`config.mk`:
```
export PLATFORM = sky130hd
export DESIGN_NAME = vram_port_arbiter_flat
export DESIGN_NICKNAME = d
export VERILOG_FILES = /design/src/rtl/vram_port_arbiter_if.sv /design/src/rtl/vram_port_arbiter.sv /design/src/flat_wrapper.sv
export SDC_FILE = /design/constraint.sdc
export NUM_CORES = 1
export LEC_CHECK = 0
export BUFFER_PORTS_ARGS = -buffer_cell sky130_fd_sc_hd__buf_2
export CELL_PAD_IN_SITES_DETAIL_PLACEMENT = 1
export CELL_PAD_IN_SITES_GLOBAL_PLACEMENT = 2
export CORE_MARGIN = 1
export CORE_UTILIZATION = 24
export DETAILED_ROUTE_END_ITERATION = 10
export GPL_ROUTABILITY_DRIVEN = 0
export MAX_ROUTING_LAYER = met4
export PLACE_DENSITY = 0.79
export SLEW_MARGIN = 10
export SYNTH_ARGS = -nofsm -noshare
export SYNTH_HDL_FRONTEND = slang
export SYNTH_SLANG_ARGS = --single-unit
```
`constraint.sdc`:
```
create_clock -name clk -period 1.6 [get_ports clk]
set_input_delay 0.16 -clock clk [delete_from_list [all_inputs] [get_ports clk]]
set_output_delay 0.16 -clock clk [all_outputs]
set_load 0.01 [all_outputs]
```
`src/rtl/vram_port_arbiter_if.sv`:
```
// vram_port_arbiter_if
//   Bundles the two requester handshakes (A = MemoryUnit, B = blitter/DMA)
//   and the VRAM cpu_* port that the arbiter drives.
//   Ports per requester x in {a,b}:
//     x_req/x_we/x_addr/x_d  requester -> arbiter, held until x_ack
//     x_ack                  one-cycle completion pulse
//     x_q                    read data, held until that requester's next completion
//   VRAM side: vram_addr/vram_d/vram_we -> RAM, vram_q <- RAM (1-cycle sync read)
//   Modports: master = requesters + RAM, slave = arbiter.
interface vram_port_arbiter_if #(
  parameter int DATA_W = 32,
  parameter int ADDR_W = 14
);
  logic              a_req, a_we, a_ack;
  logic [ADDR_W-1:0] a_addr;
  logic [DATA_W-1:0] a_d, a_q;
  logic              b_req, b_we, b_ack;
  logic [ADDR_W-1:0] b_addr;
  logic [DATA_W-1:0] b_d, b_q;
  logic [ADDR_W-1:0] vram_addr;
  logic [DATA_W-1:0] vram_d, vram_q;
  logic              vram_we;

  modport master (
    output a_req, a_we, a_addr, a_d, b_req, b_we, b_addr, b_d, vram_q,
    input  a_ack, a_q, b_ack, b_q, vram_addr, vram_d, vram_we
  );

  modport slave (
    input  a_req, a_we, a_addr, a_d, b_req, b_we, b_addr, b_d, vram_q,
    output a_ack, a_q, b_ack, b_q, vram_addr, vram_d, vram_we
  );
endinterface

```
`src/rtl/vram_port_arbiter.sv`:
```
// vram_port_arbiter
//   Shares the single CPU-side port of one VRAM instance between requester A
//   (MemoryUnit) and requester B (blitter/DMA). One access at a time through
//   IDLE -> ISSUE -> CAPTURE -> ACK; ack arrives 3 cycles after the request is
//   sampled in IDLE, one access per 4 cycles.
//   Ports:
//     clk     system clock
//     nreset  synchronous active-low reset
//     bus     vram_port_arbiter_if.slave (requester handshakes + VRAM port)
//   Build option:
//     VRAM_ARB_FIXED_PRIO_EN  defined: A always wins contention, B only served
//                             in an IDLE cycle with a_req=0. Undefined (default):
//                             round-robin, strict A/B alternation under contention.

// Per-requester response register: captures read data and raises ack for one cycle.
module vram_arb_lane #(
  parameter int DATA_W = 32
) (
  input  logic              clk,
  input  logic              nreset,
  input  logic              cap,
  input  logic              fin,
  input  logic [DATA_W-1:0] rd,
  output logic              ack,
  output logic [DATA_W-1:0] q
);
  always_ff @(posedge clk) begin
    if (!nreset) begin
      ack <= 1'b0;
      q   <= '0;
    end else if (cap) begin
      ack <= 1'b1;
      q   <= rd;
    end else if (fin) begin
      ack <= 1'b0;
    end
  end
endmodule

module vram_port_arbiter #(
  parameter int DATA_W = 32,
  parameter int ADDR_W = 14
) (
  input logic              clk,
  input logic              nreset,
  vram_port_arbiter_if.slave bus
);
  localparam int NUM_PORTS = 2;

  typedef enum logic [1:0] {S_IDLE, S_ISSUE, S_CAPTURE, S_ACK} state_t;

  state_t state_q, state_d;

  logic              any_req, pick_b;
  logic              load, cap, fin;
  logic              gnt;        // 0 = A, 1 = B
  logic [ADDR_W-1:0] addr_q;
  logic [DATA_W-1:0] d_q;
  logic              we_q;

  logic [NUM_PORTS-1:0]             lane_cap, lane_fin, ack_v;
  logic [NUM_PORTS-1:0][DATA_W-1:0] q_v;

  assign any_req = bus.a_req | bus.b_req;

`ifdef VRAM_ARB_FIXED_PRIO_EN
  assign pick_b = ~bus.a_req;
`else
  logic last_grant;  // 0 = A, 1 = B; reset to B so A wins the first tie
  assign pick_b = bus.b_req & (~bus.a_req | ~last_grant);

  always_ff @(posedge clk) begin
    if (!nreset)   last_grant <= 1'b1;
    else if (load) last_grant <= pick_b;
  end
`endif

  // State register
  always_ff @(posedge clk) begin
    if (!nreset) state_q <= S_IDLE;
    else         state_q <= state_d;
  end

  // Next state
  always_comb begin
    state_d = state_q;
    unique case (state_q)
      S_IDLE:    if (any_req) state_d = S_ISSUE;
      S_ISSUE:   state_d = S_CAPTURE;
      S_CAPTURE: state_d = S_ACK;
      S_ACK:     state_d = S_IDLE;
      default:   state_d = S_IDLE;
    endcase
  end

  // Control strobes
  always_comb begin
    load = 1'b0;
    cap  = 1'b0;
    fin  = 1'b0;
    unique case (state_q)
      S_IDLE:    load = any_req;
      S_CAPTURE: cap  = 1'b1;
      S_ACK:     fin  = 1'b1;
      default:   ;
    endcase
  end

  // VRAM command registers; addr/d hold their last value while idle
  always_ff @(posedge clk) begin
    if (!nreset) begin
      addr_q <= '0;
      d_q    <= '0;
      we_q   <= 1'b0;
      gnt    <= 1'b0;
    end else if (load) begin
      addr_q <= pick_b ? bus.b_addr : bus.a_addr;
      d_q    <= pick_b ? bus.b_d    : bus.a_d;
      we_q   <= pick_b ? bus.b_we   : bus.a_we;
      gnt    <= pick_b;
    end else if (state_q == S_ISSUE) begin
      we_q   <= 1'b0;
    end
  end

  // Only the granted lane sees cap/fin, so the other lane's outputs never move
  for (genvar i = 0; i < NUM_PORTS; i++) begin : g_lane
    assign lane_cap[i] = cap & (gnt == 1'(i));
    assign lane_fin[i] = fin & (gnt == 1'(i));
    vram_arb_lane #(.DATA_W(DATA_W)) u_lane (
      .clk    (clk),
      .nreset (nreset),
      .cap    (lane_cap[i]),
      .fin    (lane_fin[i]),
      .rd     (bus.vram_q),
      .ack    (ack_v[i]),
      .q      (q_v[i])
    );
  end

  assign bus.vram_addr = addr_q;
  assign bus.vram_d    = d_q;
  assign bus.vram_we   = we_q;
  assign bus.a_ack     = ack_v[0];
  assign bus.a_q       = q_v[0];
  assign bus.b_ack     = ack_v[1];
  assign bus.b_q       = q_v[1];
endmodule

```
`src/flat_wrapper.sv`:
```
// flat-port wrapper written by rule: the top's interface ports become plain ports
module vram_port_arbiter_flat 
#(
  parameter int DATA_W = 32,
  parameter int ADDR_W = 14
)
  (clk, nreset, bus_a_req, bus_a_we, bus_a_addr, bus_a_d, bus_b_req, bus_b_we, bus_b_addr, bus_b_d, bus_vram_q, bus_a_ack, bus_a_q, bus_b_ack, bus_b_q, bus_vram_addr, bus_vram_d, bus_vram_we);
  vram_port_arbiter_if #(.DATA_W(DATA_W), .ADDR_W(ADDR_W)) bus_i ();
  input logic clk;
  input logic nreset;
  input wire logic [$bits(bus_i.a_req)-1:0] bus_a_req;
  input wire logic [$bits(bus_i.a_we)-1:0] bus_a_we;
  input wire logic [$bits(bus_i.a_addr)-1:0] bus_a_addr;
  input wire logic [$bits(bus_i.a_d)-1:0] bus_a_d;
  input wire logic [$bits(bus_i.b_req)-1:0] bus_b_req;
  input wire logic [$bits(bus_i.b_we)-1:0] bus_b_we;
  input wire logic [$bits(bus_i.b_addr)-1:0] bus_b_addr;
  input wire logic [$bits(bus_i.b_d)-1:0] bus_b_d;
  input wire logic [$bits(bus_i.vram_q)-1:0] bus_vram_q;
  output wire logic [$bits(bus_i.a_ack)-1:0] bus_a_ack;
  output wire logic [$bits(bus_i.a_q)-1:0] bus_a_q;
  output wire logic [$bits(bus_i.b_ack)-1:0] bus_b_ack;
  output wire logic [$bits(bus_i.b_q)-1:0] bus_b_q;
  output wire logic [$bits(bus_i.vram_addr)-1:0] bus_vram_addr;
  output wire logic [$bits(bus_i.vram_d)-1:0] bus_vram_d;
  output wire logic [$bits(bus_i.vram_we)-1:0] bus_vram_we;
  assign bus_i.a_req = bus_a_req;
  assign bus_i.a_we = bus_a_we;
  assign bus_i.a_addr = bus_a_addr;
  assign bus_i.a_d = bus_a_d;
  assign bus_i.b_req = bus_b_req;
  assign bus_i.b_we = bus_b_we;
  assign bus_i.b_addr = bus_b_addr;
  assign bus_i.b_d = bus_b_d;
  assign bus_i.vram_q = bus_vram_q;
  assign bus_a_ack = bus_i.a_ack;
  assign bus_a_q = bus_i.a_q;
  assign bus_b_ack = bus_i.b_ack;
  assign bus_b_q = bus_i.b_q;
  assign bus_vram_addr = bus_i.vram_addr;
  assign bus_vram_d = bus_i.vram_d;
  assign bus_vram_we = bus_i.vram_we;
  vram_port_arbiter #(.DATA_W(DATA_W), .ADDR_W(ADDR_W)) u_core (.clk(clk), .nreset(nreset), .bus(bus_i));
endmodule
```
==> impl_metrics.py <==
metrics = {
    "worst_setup_path": {
        "timing.setup.critical_path_class": "flop to flop",
        "worstPathRequired_ns": 1.88,
        "end_kind": "flop",
        "cp_max_fo": 24,
        "kind_of_cell_adding_the_most_delay_to_the_critical_path": "compound AO/OA/AOI/OAI gates",
        "critical_path.cell_chain": "inv_1 > ha_2 > o21a_2 > buf_12 > o21ai_0 > a21oi_1",
        "critical_path.n_buffers_inverters": 2,
        "critical-path-max-stage-delay_ns": 0.38,
        "crit_arrival_ns": 1.73,
        "crit_path_top_delay_cell": "sky130_fd_sc_hd__dfxtp_1",
        "timing.critical_path.from_type": "flop",
    },
    "sta": {
        "timing.slew.headroom_pct": 64.39,
        "finalCritPeriodShare_pct": 90.47,
        "rsz0062_at_grt": "no",
        "slew_violations": 0,
        "final_hold_viol_count": 0,
        "fmax_mhz": 690.8,
        "max_slew.worst_pin.slew_ns": 0.5342,
        "post-route-min-period_ns": 1.448,
        "fin_worst_skew_ns": 0.006152,
        "totalNegativeSetupSlack_ns": 0,
        "setup-violations-final": 0,
    },
    "clock_network": {
        "clock_root_cell": "sky130_fd_sc_hd__clkbuf_16",
        "worstSkewPairLatency_ns": 0.41,
        "clock-sinks": 117,
        "clkTransAtPathRegs_ns": 0.05,
        "cts_tree": "built",
        "cts_max_level": 4,
        "cts_buffers": 17,
        "ctsLongestPathBuffers": 2,
    },
    "synthesis": {
        "synth_sequential_area_ratio_pct": 50.40,
        "synth_top_area_share_pct": 50.40,
        "yosys_warnings": 0,
        "syn_inst": 577,
        "synth-seq-cells": 117,
        "synth_area_leaders": "sky130_fd_sc_hd__dfxtp_1 (50%), sky130_fd_sc_hd__nand2_1 (14%), sky130_fd_sc_hd__a21oi_1 (10%)",
        "post_synth_num_cell_types": 24,
        "post-synth-top-area-cell": "sky130_fd_sc_hd__dfxtp_1",
        "mappedNetlistArea_mm2": 0.004647,
        "synth_area_per_cell_um2": 8.054,
        "syn_nets": 711,
    },
    "grt": {
        "globalRoute.totalOverflow": 0,
        "grt_pass1_wl_mm": 27.83,
        "first_global_vias": 5485,
        "grtUsageTotal_pct": 18.47,
        "antenna_violations_before_repair": 0,
        "grt_max_degree": 118,
    },
    "placed_design": {
        "buffer_ports.inserted": 242,
        "hpwl_mm": 11.09,
    },
    "cells_and_area": {
        "final_layout_size_suffix_gt1_share_pct": 32.92,
        "final_util_pct": 39.92,
        "layout.nets": 1013,
        "n_antenna_cell": 0,
        "areaGrowthSynthToFinish_pct": 61.77,
    },
    "routing": {
        "drt_first_pass_iters": 4,
        "vias": 5130,
        "vias_per_cell": 4.461,
        "drt_iter0_drc": 115,
        "ant_nets": 0,
        "postRouteWirelength_mm": 17.82,
        "post_drt_wl_per_cell_um": 15.49,
        "route.detailed.drc": 0,
    },
    "power_and_ir_drop": {
        "total_power_density_per_cell_area_mw_per_mm2": 1545,
        "leakagePower_nw": 3.412,
        "worst_ir_drop_vdd_mv": 0.8471,
    },
    "run": {
        "maximum_capacitance_violations": 0,
    },
    "floorplanning": {
        "die_x_um": 141.2,
        "initial_utilization_pct": 24.68,
        "core_mm2": 0.01883,
        "floorplan.io_pins": 243,
        "placement_rows": 50,
        "chip_height_um": 141.2,
        "dieArea_mm2": 0.01992,
    },
    "status": {
        "status": "complete, no violations",
    },
    "hold_path": {
        "worst_hold_check_path_type": "input port to flop",
    },
}
-- power breakdown --
part / internal, W / switching, W / total [W]
combinational: 0.00170 / 0.00231 / 0.00401
clock: 0.00231 / 0.00135 / 0.00365
sequential: 0.00361 / 0.000344 / 0.00395
-- cells by family (layout without fill, tap and decap cells) --
family          Yosys count  after routing  synth area share [%]
compound gates          217            217                 27.22
simple gates            187            187                 15.64
flops                   117            117                 50.40
buf+inv                  51            364                 5.439
fa+ha+maj                 4              4                 1.077
mux                       1              1                0.2154
-- metrics by stage --
step | std cells | instance area [µm²] | hold WS, ns | setup slack [ns] | power, W
after floorplan | 577 | 4647 | 0.2936 | 0.2072 | 0.006029
after global placement | 1047 | 6208 | 0.4035 | 0.1209 | 0.007772
after detailed placement | 1047 | 6208 | 0.4062 | 0.08651 | 0.007813
after CTS | 1149 | 7486 | 0.003486 | 0.06712 | 0.01171
after global routing | 1150 | 7517 | 0.01850 | 0.03133 | 0.01240
final | 1150 | 7517 | 0.02410 | 0.1525 | 0.01162
-- metal layers --
layer,part of all wire (%),wire length (µm),vias up,GRT usage [%]
met4,1.8,318,0,6.350
li1,-,-,2527,-
met2,49,8647,193,31.74
met1,44,7757,2388,20.38
met3,6.1,1092,22,5.299
met5,0,0,-,-
-- flip-flops by register name (all words and copies together), names as in the netlist --
signal	cells
u_core.g_lane.u_lane.q	64
u_core.bus.vram_d	32
u_core.state_q	2
u_core.gnt	1
u_core.bus.vram_addr	14
u_core.g_lane.u_lane.ack	2
u_core.last_grant	1
u_core.bus.vram_we	1
-- layout by cell type, fill, tap and decap left out, types with 4 or more instances in the layout --
master                          Yosys  layout
sky130_fd_sc_hd__a21boi_0          44      44
sky130_fd_sc_hd__a21boi_1          21      21
sky130_fd_sc_hd__a21oi_1           97      97
sky130_fd_sc_hd__buf_12             0      10
sky130_fd_sc_hd__buf_2             22     242
sky130_fd_sc_hd__buf_4              5       6
sky130_fd_sc_hd__clkbuf_16          0      18
sky130_fd_sc_hd__dfxtp_1          117     117
sky130_fd_sc_hd__dlygate4sd3_1      0      72
sky130_fd_sc_hd__nand2_1          177     177
sky130_fd_sc_hd__nor2b_1            5       4
sky130_fd_sc_hd__o21ai_0           44      44
sky130_fd_sc_hd__o21ai_1            7       6
-- worst register-to-register path, stage by stage, from the launching register on --
cell and delay [ns]:
sky130_fd_sc_hd__dfxtp_1 0.38, sky130_fd_sc_hd__inv_1 0.08, sky130_fd_sc_hd__ha_2 0.22, sky130_fd_sc_hd__o21a_2 0.16, sky130_fd_sc_hd__buf_12 0.17, sky130_fd_sc_hd__o21ai_0 0.26, sky130_fd_sc_hd__a21oi_1 0.06
-- repair_timing --
| item | 4_1_cts | 5_1_grt |
|---|---|---|
| setup buffers | 0 | 0 |
| hold buffers | 72 | 0 |
| gates resized for setup | 0 | 3 |
| hold endpoints to repair | 84 | 0 |
| endpoints found under the setup margin | 0 | 36 |
-- cell type report --
type,count,area (µm²)
Fill cell,2273,11310
Sequential cell,117,2342
Inverter,3,11.26
Tap cell,260,325.3
Multi-Input combinational cell,409,2079
Timing Repair Buffer,331,2202
Clock buffer,21,450.4
Clock inverter,9,106.4
-- synth_stat cells --
master                     number
sky130_fd_sc_hd__nor3b_1        1
sky130_fd_sc_hd__buf_4          5
sky130_fd_sc_hd__a21boi_1      21
sky130_fd_sc_hd__nand2b_1       1
sky130_fd_sc_hd__o21a_1         1
sky130_fd_sc_hd__o21ai_0       44
sky130_fd_sc_hd__a21boi_0      44
sky130_fd_sc_hd__a22oi_1        1
sky130_fd_sc_hd__clkbuf_1      19
sky130_fd_sc_hd__ha_1           4
sky130_fd_sc_hd__and2_1         1
sky130_fd_sc_hd__buf_2         22
sky130_fd_sc_hd__and3_1         1
sky130_fd_sc_hd__a21boi_2       1
sky130_fd_sc_hd__mux2i_1        1
sky130_fd_sc_hd__nor3_1         1
sky130_fd_sc_hd__a21oi_1       97
sky130_fd_sc_hd__buf_6          2
sky130_fd_sc_hd__inv_1          3
sky130_fd_sc_hd__nor2b_1        5
sky130_fd_sc_hd__dfxtp_1      117
sky130_fd_sc_hd__nand2_1      177
sky130_fd_sc_hd__a21bo_2        1
sky130_fd_sc_hd__o21ai_1        7
-- path summary, 6_finish.rpt --
kind	slack, ns	cells past startpoint	startpoint	end
min	0.02	3	bus_vram_q[20]	u_core.g_lane[0].u_lane.q[20]
max reg2reg	0.15	6	u_core.state_q[1]	u_core.bus.vram_d[20]
min reg2reg	0.45	2	u_core.g_lane[1].u_lane.q[26]	u_core.g_lane[1].u_lane.q[26]
max	0.15	6	u_core.state_q[1]	u_core.bus.vram_d[20]
No activity file was read; power rests on OpenSTA's default activity.
